File: config.mk
export PLATFORM = sky130hd
export DESIGN_NAME = gauss_window_gen
export DESIGN_NICKNAME = d
export VERILOG_FILES = /design/src/rtl/gauss_pkg.sv /design/src/rtl/gauss_line_fifo.sv /design/src/rtl/gauss_window_gen.sv
export SDC_FILE = /design/constraint.sdc
export NUM_CORES = 1
export LEC_CHECK = 0
export ABC_AREA = 1
export BUFFER_PORTS_ARGS = -buffer_cell sky130_fd_sc_hd__clkbuf_2
export CAP_MARGIN = 0
export CORE_UTILIZATION = 25
export DETAILED_ROUTE_END_ITERATION = 16
export SYNTH_ARGS = -nofsm -noshare
export SYNTH_HDL_FRONTEND = slang
export SYNTH_SLANG_ARGS = --single-unit
File: constraint.sdc
create_clock -name clk -period 25.8 [get_ports clk]
set_clock_uncertainty 0.1 [all_clocks]
set_input_delay 2.58 -clock clk [delete_from_list [all_inputs] [get_ports clk]]
set_output_delay 2.58 -clock clk [all_outputs]
set_load 0.05 [all_outputs]
File: src/rtl/gauss_pkg.sv
`default_nettype none
// ============================================================================
// Module      : gauss_pkg
// Description : Shared defaults and FSM encoding for the Gaussian 3x3 window
//               generator and the convolution top that consumes it.
// Revision    : 1.0 - initial release
// ============================================================================
package gauss_pkg;

  localparam int unsigned c_img_w_def = 32;
  localparam int unsigned c_img_h_def = 32;
  localparam int unsigned c_pix_w_def = 8;

  // Frame sequencer states
  typedef enum logic [1:0] {
    ST_IDLE  = 2'd0,
    ST_RUN   = 2'd1,
    ST_FLUSH = 2'd2,
    ST_DONE  = 2'd3
  } gauss_state_e;

  // Counter width able to index 0..n-1, never narrower than one bit
  function automatic int unsigned gauss_cnt_w(input int unsigned n);
    return (n > 1) ? $clog2(n) : 1;
  endfunction

endpackage
`default_nettype wire

File: src/rtl/gauss_line_fifo.sv
`default_nettype none
// ============================================================================
// Module      : gauss_line_fifo
// Description : Fixed-length delay line of DEPTH pixels; advances one slot on
//               every shift enable. Output is the pixel pushed DEPTH shifts
//               earlier. Storage is intentionally left unreset.
// Revision    : 1.0 - initial release
// ============================================================================
module gauss_line_fifo
  import gauss_pkg::*;
#(
  parameter int DEPTH = c_img_w_def,
  parameter int WIDTH = c_pix_w_def
) (
  input  logic             clk,
  input  logic             shift_en_i,
  input  logic [WIDTH-1:0] din_i,
  output logic [WIDTH-1:0] dout_o
);

  logic [WIDTH-1:0] mem_q [DEPTH];

  // Shift the whole line by one pixel when enabled
  always_ff @(posedge clk) begin
    if (shift_en_i) begin
      mem_q[0] <= din_i;
      for (int i = 1; i < DEPTH; i++) begin
        mem_q[i] <= mem_q[i-1];
      end
    end
  end

  assign dout_o = mem_q[DEPTH-1];

endmodule
`default_nettype wire

File: src/rtl/gauss_window_gen.sv
`default_nettype none
// ============================================================================
// Module      : gauss_window_gen
// Description : Streams a raster image and emits one zero-padded 3x3
//               neighbourhood per pixel, in raster order of the centre.
//               Two line delays supply the rows above; a trailing flush of
//               IMG_W+1 zero pixels drains the last row.
// Revision    : 1.0 - initial release
// ============================================================================
module gauss_window_gen
  import gauss_pkg::*;
#(
  parameter int IMG_W = c_img_w_def,
  parameter int IMG_H = c_img_h_def,
  parameter int PIX_W = c_pix_w_def
) (
  input  logic               clk,
  input  logic               rst_n,
  input  logic               en,
  input  logic               in_valid,
  input  logic [PIX_W-1:0]   in_pix,
  output logic               in_ready,
  output logic               win_valid,
  output logic [9*PIX_W-1:0] win_data,
  input  logic               win_ready,
  output logic               frame_done
);

  localparam int unsigned c_npix  = IMG_W * IMG_H;
  localparam int unsigned c_pend  = c_npix + IMG_W + 1;   // one past last flush slot
  localparam int unsigned c_p_w   = $clog2(c_pend + 1);
  localparam int unsigned c_col_w = gauss_cnt_w(IMG_W);
  localparam int unsigned c_row_w = gauss_cnt_w(IMG_H);

  localparam logic [c_p_w-1:0]   c_p_run_last = c_p_w'(c_npix - 1);
  localparam logic [c_p_w-1:0]   c_p_first    = c_p_w'(IMG_W + 1);
  localparam logic [c_p_w-1:0]   c_p_end      = c_p_w'(c_pend);
  localparam logic [c_col_w-1:0] c_col_last   = c_col_w'(IMG_W - 1);
  localparam logic [c_row_w-1:0] c_row_last   = c_row_w'(IMG_H - 1);

  gauss_state_e        state_q, state_d;
  logic [c_p_w-1:0]    p_q, p_d;
  logic [c_col_w-1:0]  col_q, col_d;      // column of the next window centre
  logic [c_row_w-1:0]  row_q, row_d;      // row of the next window centre
  logic [PIX_W-1:0]    win_q [3][3];      // [row top..bottom][col left..right]
  logic                out_valid_q;
  logic [9*PIX_W-1:0]  out_data_q;

  logic                w_adv_ok;
  logic                w_adv;
  logic                w_load;
  logic [PIX_W-1:0]    w_new_pix;
  logic [PIX_W-1:0]    w_line0;
  logic [PIX_W-1:0]    w_line1;
  logic [PIX_W-1:0]    w_col [3];
  logic [9*PIX_W-1:0]  w_win_d;

  // The pipeline may move when the output slot is empty or being drained
  assign w_adv_ok  = !out_valid_q || win_ready;
  assign w_adv     = ((state_q == ST_RUN) && in_valid && w_adv_ok) ||
                     ((state_q == ST_FLUSH) && (p_q < c_p_end) && w_adv_ok);
  assign w_load    = w_adv && (p_q >= c_p_first);
  assign w_new_pix = (state_q == ST_RUN) ? in_pix : '0;

  gauss_line_fifo #(
    .DEPTH (IMG_W),
    .WIDTH (PIX_W)
  ) u_line0 (
    .clk        (clk),
    .shift_en_i (w_adv),
    .din_i      (w_new_pix),
    .dout_o     (w_line0)
  );

  gauss_line_fifo #(
    .DEPTH (IMG_W),
    .WIDTH (PIX_W)
  ) u_line1 (
    .clk        (clk),
    .shift_en_i (w_adv),
    .din_i      (w_line0),
    .dout_o     (w_line1)
  );

  // Incoming column: two rows up, one row up, current pixel
  always_comb begin
    w_col[0] = w_line1;
    w_col[1] = w_line0;
    w_col[2] = w_new_pix;
  end

  // Window register array slides one column left on each advance
  always_ff @(posedge clk) begin
    if (w_adv) begin
      for (int r = 0; r < 3; r++) begin
        win_q[r][0] <= win_q[r][1];
        win_q[r][1] <= win_q[r][2];
        win_q[r][2] <= w_col[r];
      end
    end
  end

  // Post-shift window with out-of-image neighbours forced to zero
  always_comb begin
    w_win_d = '0;
    for (int r = 0; r < 3; r++) begin
      for (int c = 0; c < 3; c++) begin
        logic [PIX_W-1:0] tap;
        logic             masked;
        tap    = (c == 0) ? win_q[r][1] : ((c == 1) ? win_q[r][2] : w_col[r]);
        masked = ((r == 0) && (row_q == '0))        ||
                 ((r == 2) && (row_q == c_row_last)) ||
                 ((c == 0) && (col_q == '0))        ||
                 ((c == 2) && (col_q == c_col_last));
        if (!masked) begin
          w_win_d[PIX_W*(r*3+c) +: PIX_W] = tap;
        end
      end
    end
  end

  // Next-state, position and centre-coordinate logic
  always_comb begin
    state_d = state_q;
    p_d     = p_q;
    col_d   = col_q;
    row_d   = row_q;
    case (state_q)
      ST_IDLE: begin
        if (en) begin
          state_d = ST_RUN;
          p_d     = '0;
          col_d   = '0;
          row_d   = '0;
        end
      end
      ST_RUN: begin
        if (w_adv) begin
          p_d = p_q + 1'b1;
          if (p_q == c_p_run_last) begin
            state_d = ST_FLUSH;
          end
        end
      end
      ST_FLUSH: begin
        if (w_adv) begin
          p_d = p_q + 1'b1;
        end
        if ((p_q == c_p_end) && out_valid_q && win_ready) begin
          state_d = ST_DONE;
        end
      end
      ST_DONE: begin
        state_d = ST_IDLE;
      end
      default: begin
        state_d = ST_IDLE;
      end
    endcase
    if (w_load) begin
      if (col_q == c_col_last) begin
        col_d = '0;
        row_d = row_q + 1'b1;
      end else begin
        col_d = col_q + 1'b1;
      end
    end
  end

  // Sequencer registers
  always_ff @(posedge clk) begin
    if (!rst_n) begin
      state_q <= ST_IDLE;
      p_q     <= '0;
      col_q   <= '0;
      row_q   <= '0;
    end else begin
      state_q <= state_d;
      p_q     <= p_d;
      col_q   <= col_d;
      row_q   <= row_d;
    end
  end

  // Output slot: drains on acceptance, refills on every window load
  always_ff @(posedge clk) begin
    if (!rst_n) begin
      out_valid_q <= 1'b0;
      out_data_q  <= '0;
    end else begin
      if (out_valid_q && win_ready) begin
        out_valid_q <= 1'b0;
      end
      if (w_load) begin
        out_valid_q <= 1'b1;
        out_data_q  <= w_win_d;
      end
    end
  end

  assign in_ready   = (state_q == ST_RUN) && w_adv_ok;
  assign win_valid  = out_valid_q;
  assign win_data   = out_data_q;
  assign frame_done = (state_q == ST_DONE);

endmodule
`default_nettype wire

# After elaboration in Yosys (flattened, before gate mapping)
# Memories as Yosys holds them, arrays and structs flattened.
# Cells that the tools add are included.
# Widths: inputs -> output; s select.
[totals] regBits=96 mem_bits_rw=584 inputBits=13 n_memories=3
[classes] n_addsub=3 order_cmp=2 n_eq_ne=12 muxes=29 n_reduce_logical=27
[memory_table] memory="u_line0.mem_q" depth=32 width=8 rd=32 rd_ports_with_merged_regs=0 write_ports=32 line="gauss_line_fifo.sv:21" rtl="logic [WIDTH-1:0] mem_q [DEPTH];"
[memory_table] memory="u_line1.mem_q" depth=32 width=8 rd=32 rd_ports_with_merged_regs=0 write_ports=32 line="gauss_line_fifo.sv:21"
[memory_table] memory="win_q" depth=3 width=24 rd=3 rd_ports_with_merged_regs=0 write_ports=3 line="gauss_window_gen.sv:45" rtl="logic [PIX_W-1:0] win_q [3][3];"
[ops] operator="$mux 8" n=9
[ops] operator="$mux 5" n=8
[ops] operator="$mux 11" n=2
[ops] operator="$pmux 11 s2" n=1
[ops] operator="$add 11x1->11 const B" n=1
[ops] operator="$eq 11x10->1 const B" n=1
[ops] operator="$eq 11x11->1 const B" n=1
[ops] operator="$ge 11x6->1 const B" n=1
[ops] operator="$lt 11x11->1 const B" n=1
[ops] operator="$add 5x1->5 const B" n=2
[ops] operator="$eq 5x5->1 const B" n=2
[ops] operator="$logic_not 5->1" n=2
[ops] operator="$logic_and 1x1->1" n=9
[ops] operator="$mux 2" n=4
[ops] operator="$pmux 2 s4" n=1
[ops] operator="$reduce_bool 2->1" n=4
[ops] operator="$logic_or 1x1->1" n=6
[ops] operator="$ne 2x1->1 const B" n=3
[ops] operator="$eq 2x2->1 const B" n=2
[ops] operator="$mux 1" n=4
[ops] operator="$ne 2x2->1 const B" n=2
[ops] operator="$reduce_and 4->1" n=1
[ops] operator="$reduce_and 3->1" n=1
[ops] operator="$eq 2x1->1 const B" n=1
[ops] operator="other kinds (4)" n=4

# Depth between registers and ports, before layout
[logic_depth] word_depth=7 ltp_mapped=15

# Cells and area by module
# Synthesis repeated with hierarchy kept, for this count alone.
[unflattened] cells_unflattened=1285 area_unflattened_um2=21559.4
[by_module_without_submodules] mod="gauss_line_fifo" instances=2 cells_per_inst=264 area_per_inst_um2=7747.4 seq_area_each_um2=7687.4
[by_module_without_submodules] mod="gauss_window_gen" instances=1 cells_per_inst=757 area_per_inst_um2=6064.6 seq_area_each_um2=3363.2

# Least setup slack after synthesis
# Ideal clock, no wire load.
[synth_path] path_type="input -> register" startpoint="input win_ready" endpoint="register col_q[2]" setup_time_ns=0.091 arrival_time_ns=11.061 t_required_ns=25.609 path_slack_ns=14.548 cell_stages=7 cell_sequence="inv_1 -> a21boi_0 -> nand2_1 -> nand2_2 -> buf_2 -> nand4_1 -> a21oi_1"
[synth_via] elab_chain_len=6 elab_cells_between_ends=9 classes_between="mux (1); reduce/logical (8)"
[synth_lines] element="from (decl)" line="gauss_window_gen.sv:25" rtl="input logic win_ready,"
[synth_lines] element="$logic_or 1x1->1 *" line="gauss_window_gen.sv:59" rtl="assign w_adv_ok = !out_valid_q || win_ready;"
[synth_lines] element="$logic_and 1x1->1 (on tied branches)" line="gauss_window_gen.sv:60, gauss_window_gen.sv:61"
[synth_lines] element="$logic_or 1x1->1 *" line="gauss_window_gen.sv:60" rtl="assign w_adv = ((state_q == ST_RUN) && in_valid && w_adv_ok) ||"
[synth_lines] element="via u_line0.shift_en_i" line="gauss_line_fifo.sv:16" rtl="input logic shift_en_i,"
[synth_lines] element="$logic_and 1x1->1 *" line="gauss_window_gen.sv:62" rtl="assign w_load = w_adv && (p_q >= c_p_first);"
[synth_lines] element="$reduce_bool 2->1 (no line)"
[synth_lines] element="$reduce_and 2->1 (no line)"
[synth_lines] element="to (signal assigned)" line="gauss_window_gen.sv:180" rtl="col_q <= col_d;"
[synth_lines] element="to (decl)" line="gauss_window_gen.sv:43" rtl="logic [c_col_w-1:0] col_q, col_d;"
# Mark *: on every way through the listed nets, which the timed path passes. The rest lies on a longest branch.
# A chain may end at the register's enable or synchronous reset.

# Worst setup path after layout
[layout_path] startpoint="input win_ready" endpoint="output in_ready"
[layout_via] elab_chain_len=2
[layout_lines] element="$logic_or 1x1->1" line="gauss_window_gen.sv:59"
[layout_lines] element="$logic_and 1x1->1" line="gauss_window_gen.sv:201" rtl="assign in_ready = (state_q == ST_RUN) && w_adv_ok;"
[layout_lines] element="to (decl)" line="gauss_window_gen.sv:22" rtl="output logic in_ready,"
# Every way passes these cells.

==> summary.md <==
| Metric | Value |
|---|---|
| Worst Setup Start Kind | input port |
| Hold path start | u_line0.mem_q[0][122] |
| Htree depth | 2 |
| CTS Root Cell | clkbuf_16 |
| # diodes | 0 |
| Status | complete, but fails checks |
| Post-route cell area | 23900 um^2 |
| CTS tree | built |
| Post-synth EDFFs | 528 |
| Clk pin slew, worst setup/hold paths | 60 ps |
| CTS max path bufs | 3 |
| CP Cell Sequence | clkbuf_2, inv_1, a21boi_0, clkbuf_2 |
| Yosys reg bits | 624 |
| Worst-case reg-to-reg path depth | 9 |
| Cells after synthesis | 1246 |
| Worst reg2reg path startpoint | state_q[1] |
| RR Endpoint | win_data[45] |
| Ys Warns | 0 |
| Setup bufs post-CTS | 0 |
| Most used cell along the critical path | clkbuf_2 |
| Failing checks | design-rule violations |
| Fin crit share | 23.1% |
| Final RePlAce weighted congestion | 0.778 |
| CP max FO | 3 |
| Post-synthesis sequential area ratio | 86.7% |
| CP Capture Type | output port |
| Floorplan die width | 288 um |
| Cts hold-fix bufs | 0 |
| Post-Syn Area | 20500 um^2 |
| Slowest CP cell | clkbuf_2 |
| Hold Crit Class | flip-flop to flip-flop |
| Share of layout cells above drive strength 1 | 13.5% |
| WP data required | 23120 ps |
| Drt wl/cell | 12.9 um |
| RSZ-0062 raised after global routing | false |
| Vias post-DR | 9662 |
| IO Count | 88 |
| HPWL Detailed | 18100 um |
| Storage cell area | 17800 um^2 |
| Filler cells | 7913 |
| Hold EP | u_line0.mem_q[1][2] |
| Async S/R FF share, synth | 0% |
| Min Tclk post-route | 5950 ps |
| Fin. max-slew vios | 0 |
| Placed cell area | 22100 um^2 |
| Cell Rows | 104 |
| Final number of hold-violating endpoints | 0 |
| Congestion Overflow GR | 0 |
| WS Path Type | input port to output port |
| Worst slew pin tran | 1180 ps |
| Peak Freq | 168 MHz |
| Port Buffer Count | 87 |
| Area of the multi-input gates | 2360 um^2 |
| 1st-pass router iterations | 11 |
| Drt drc | 7 |
| CTS sink count | 624 |
| Total Nets Final | 1385 |
| First-pass GRT wire length | 50900 um |
| Primary FF master, synth | edfxtp_1 |
| Vias in the first global route | 9256 |
| Post-Syn Nets | 1271 |
| Clk_lat worst skew | 580 ps |
| Post-CTS Resized | 0 |
| Antenna viol nets, final | 0 |
| CTS Buf Count | 53 |
| Gr usage total | 7.63% |
| Final wirelength | 31800 um |
| Largest net degree at the start of global routing | 213 |
| Avg Synthesized Cell Area | 16.5 um^2 |
| Number of vias per cell | 3.92 |
| Effective utilization at floorplan | 25.4% |
| CP arrival | 3270 ps |
| Die height | 288 um |
| Drt first-iter violations | 967 |
| Core Area | 80800 um^2 |
| Worst hold path depth | 0 |
| DIE AREA | 83200 um^2 |
| Netlist cell types | 27 |
| Slew margin rel. | 21.1% |
| Slowest Stage Delay on Critical Path | 330 ps |
| Hold slack | 299 ps |
| R2R setup slack | 21290 ps |
| Initial antenna violation count | 0 |
| Max Cap Viol | 0 |
| Synth-to-layout area growth | 16.6% |
| Setup TNS | 0 ps |
| Final setup violating endpoints | 0 |
## per-stage QoR
step | utilization (%) | setup slack (ps) | std cells
2_1_floorplan | - | 14550 | 1246
3_5_place_dp | 27.4 | 19520 | 2365
4_1_cts | 29.6 | 19860 | 2465
6_report | 29.6 | 19850 | 2465
5_1_grt | 29.6 | 19810 | 2465
3_3_place_gp | 27.4 | 19690 | 2365
## cells in the mapped netlist (3+ instances only)
cell type / instances / area, um^2
nand4_1: 17 / 106
buf_6: 6 / 67.6
nand2_2: 3 / 18.8
dfxtp_1: 96 / 1920
a21oi_1: 27 / 135
nor2_1: 177 / 664
clkbuf_1: 17 / 63.8
buf_2: 4 / 20.0
o21ai_0: 24 / 120
edfxtp_1: 528 / 15900
nor3_1: 11 / 55.1
nand3_1: 23 / 115
inv_2: 4 / 15.0
xor2_1: 4 / 35.0
buf_4: 8 / 60.1
inv_1: 39 / 146
nand2_1: 237 / 890
ha_1: 12 / 150
## cells by family after synthesis
family | count (synthesis) | synth area share (%)
buffers and inverters | 79 | 1.84
adders and majority gates | 12 | 0.732
and+or+nand+nor | 474 | 9.23
AOI/OAI and AO/OA | 52 | 1.28
DFF | 624 | 86.7
xor gates and xnor gates | 5 | 0.214
## area by class of cell
class	instances	share of cell area, %
Tap cell	1060	5.55
Clock inverter	36	1.44
Multi-Input combinational cell	543	9.89
Inverter	44	0.702
Timing Repair Buffer	94	2.09
Clock buffer	64	5.94
Sequential cell	624	74.4
## sequential cells by signal, summed over array words and instances, names as in the netlist
register,flops
win_q,17
win_valid,1
row_q,5
u_line0.mem_q,256
col_q,5
u_line1.mem_q,255
win_data,72
p_q,11
state_q,2
## cell usage in the layout, fill, tap and decap left out, types with 2 or more instances in the layout
cell type	count
edfxtp_1	528
nand2_1	237
nor2_1	177
dfxtp_1	96
clkbuf_2	87
clkbuf_16	54
inv_1	39
a21oi_1	27
o21ai_0	24
nand3_1	23
nand4_1	17
ha_1	12
clkinv_2	12
nor3_1	11
clkinv_1	9
clkbuf_1	7
buf_4	6
bufinv_16	5
xor2_1	4
inv_2	3
inv_6	3
clkinvlp_4	3
clkbuf_8	3
nand2_2	2
inv_4	2
clkinv_4	2
## critical path, delay by kind of cell
kind / cells / cell delay (ps)
buf+inv: 3 / 450
compound gates: 1 / 230
## routing by layer
| layer | track usage (%) | part of all wire (%) | up-vias |
|---|---|---|---|
| li1 | - | - | 4631 |
| met4 | 1.87 | 1.5 | 0 |
| met2 | 10.4 | 40 | 244 |
| met3 | 1.99 | 6.7 | 44 |
| met1 | 11.8 | 52 | 4743 |
| met5 | 0 | 0 | - |
## how the worst max path moves through the flow
stage	start	slack [ps]	depth (start not counted)	end
final	win_ready	19850	4	in_ready
after global routing	win_ready	19810	4	in_ready
after CTS	win_ready	19860	4	in_ready
after detailed placement	win_ready	19520	9	win_data[45]
after global placement	win_ready	19690	13	win_data[43]
after floorplan	win_ready	14550	7	col_q[2]
Power is left out: the tool's default activity adds up to more than one toggle a clock period on the data nets, which glitch-free logic cannot reach.
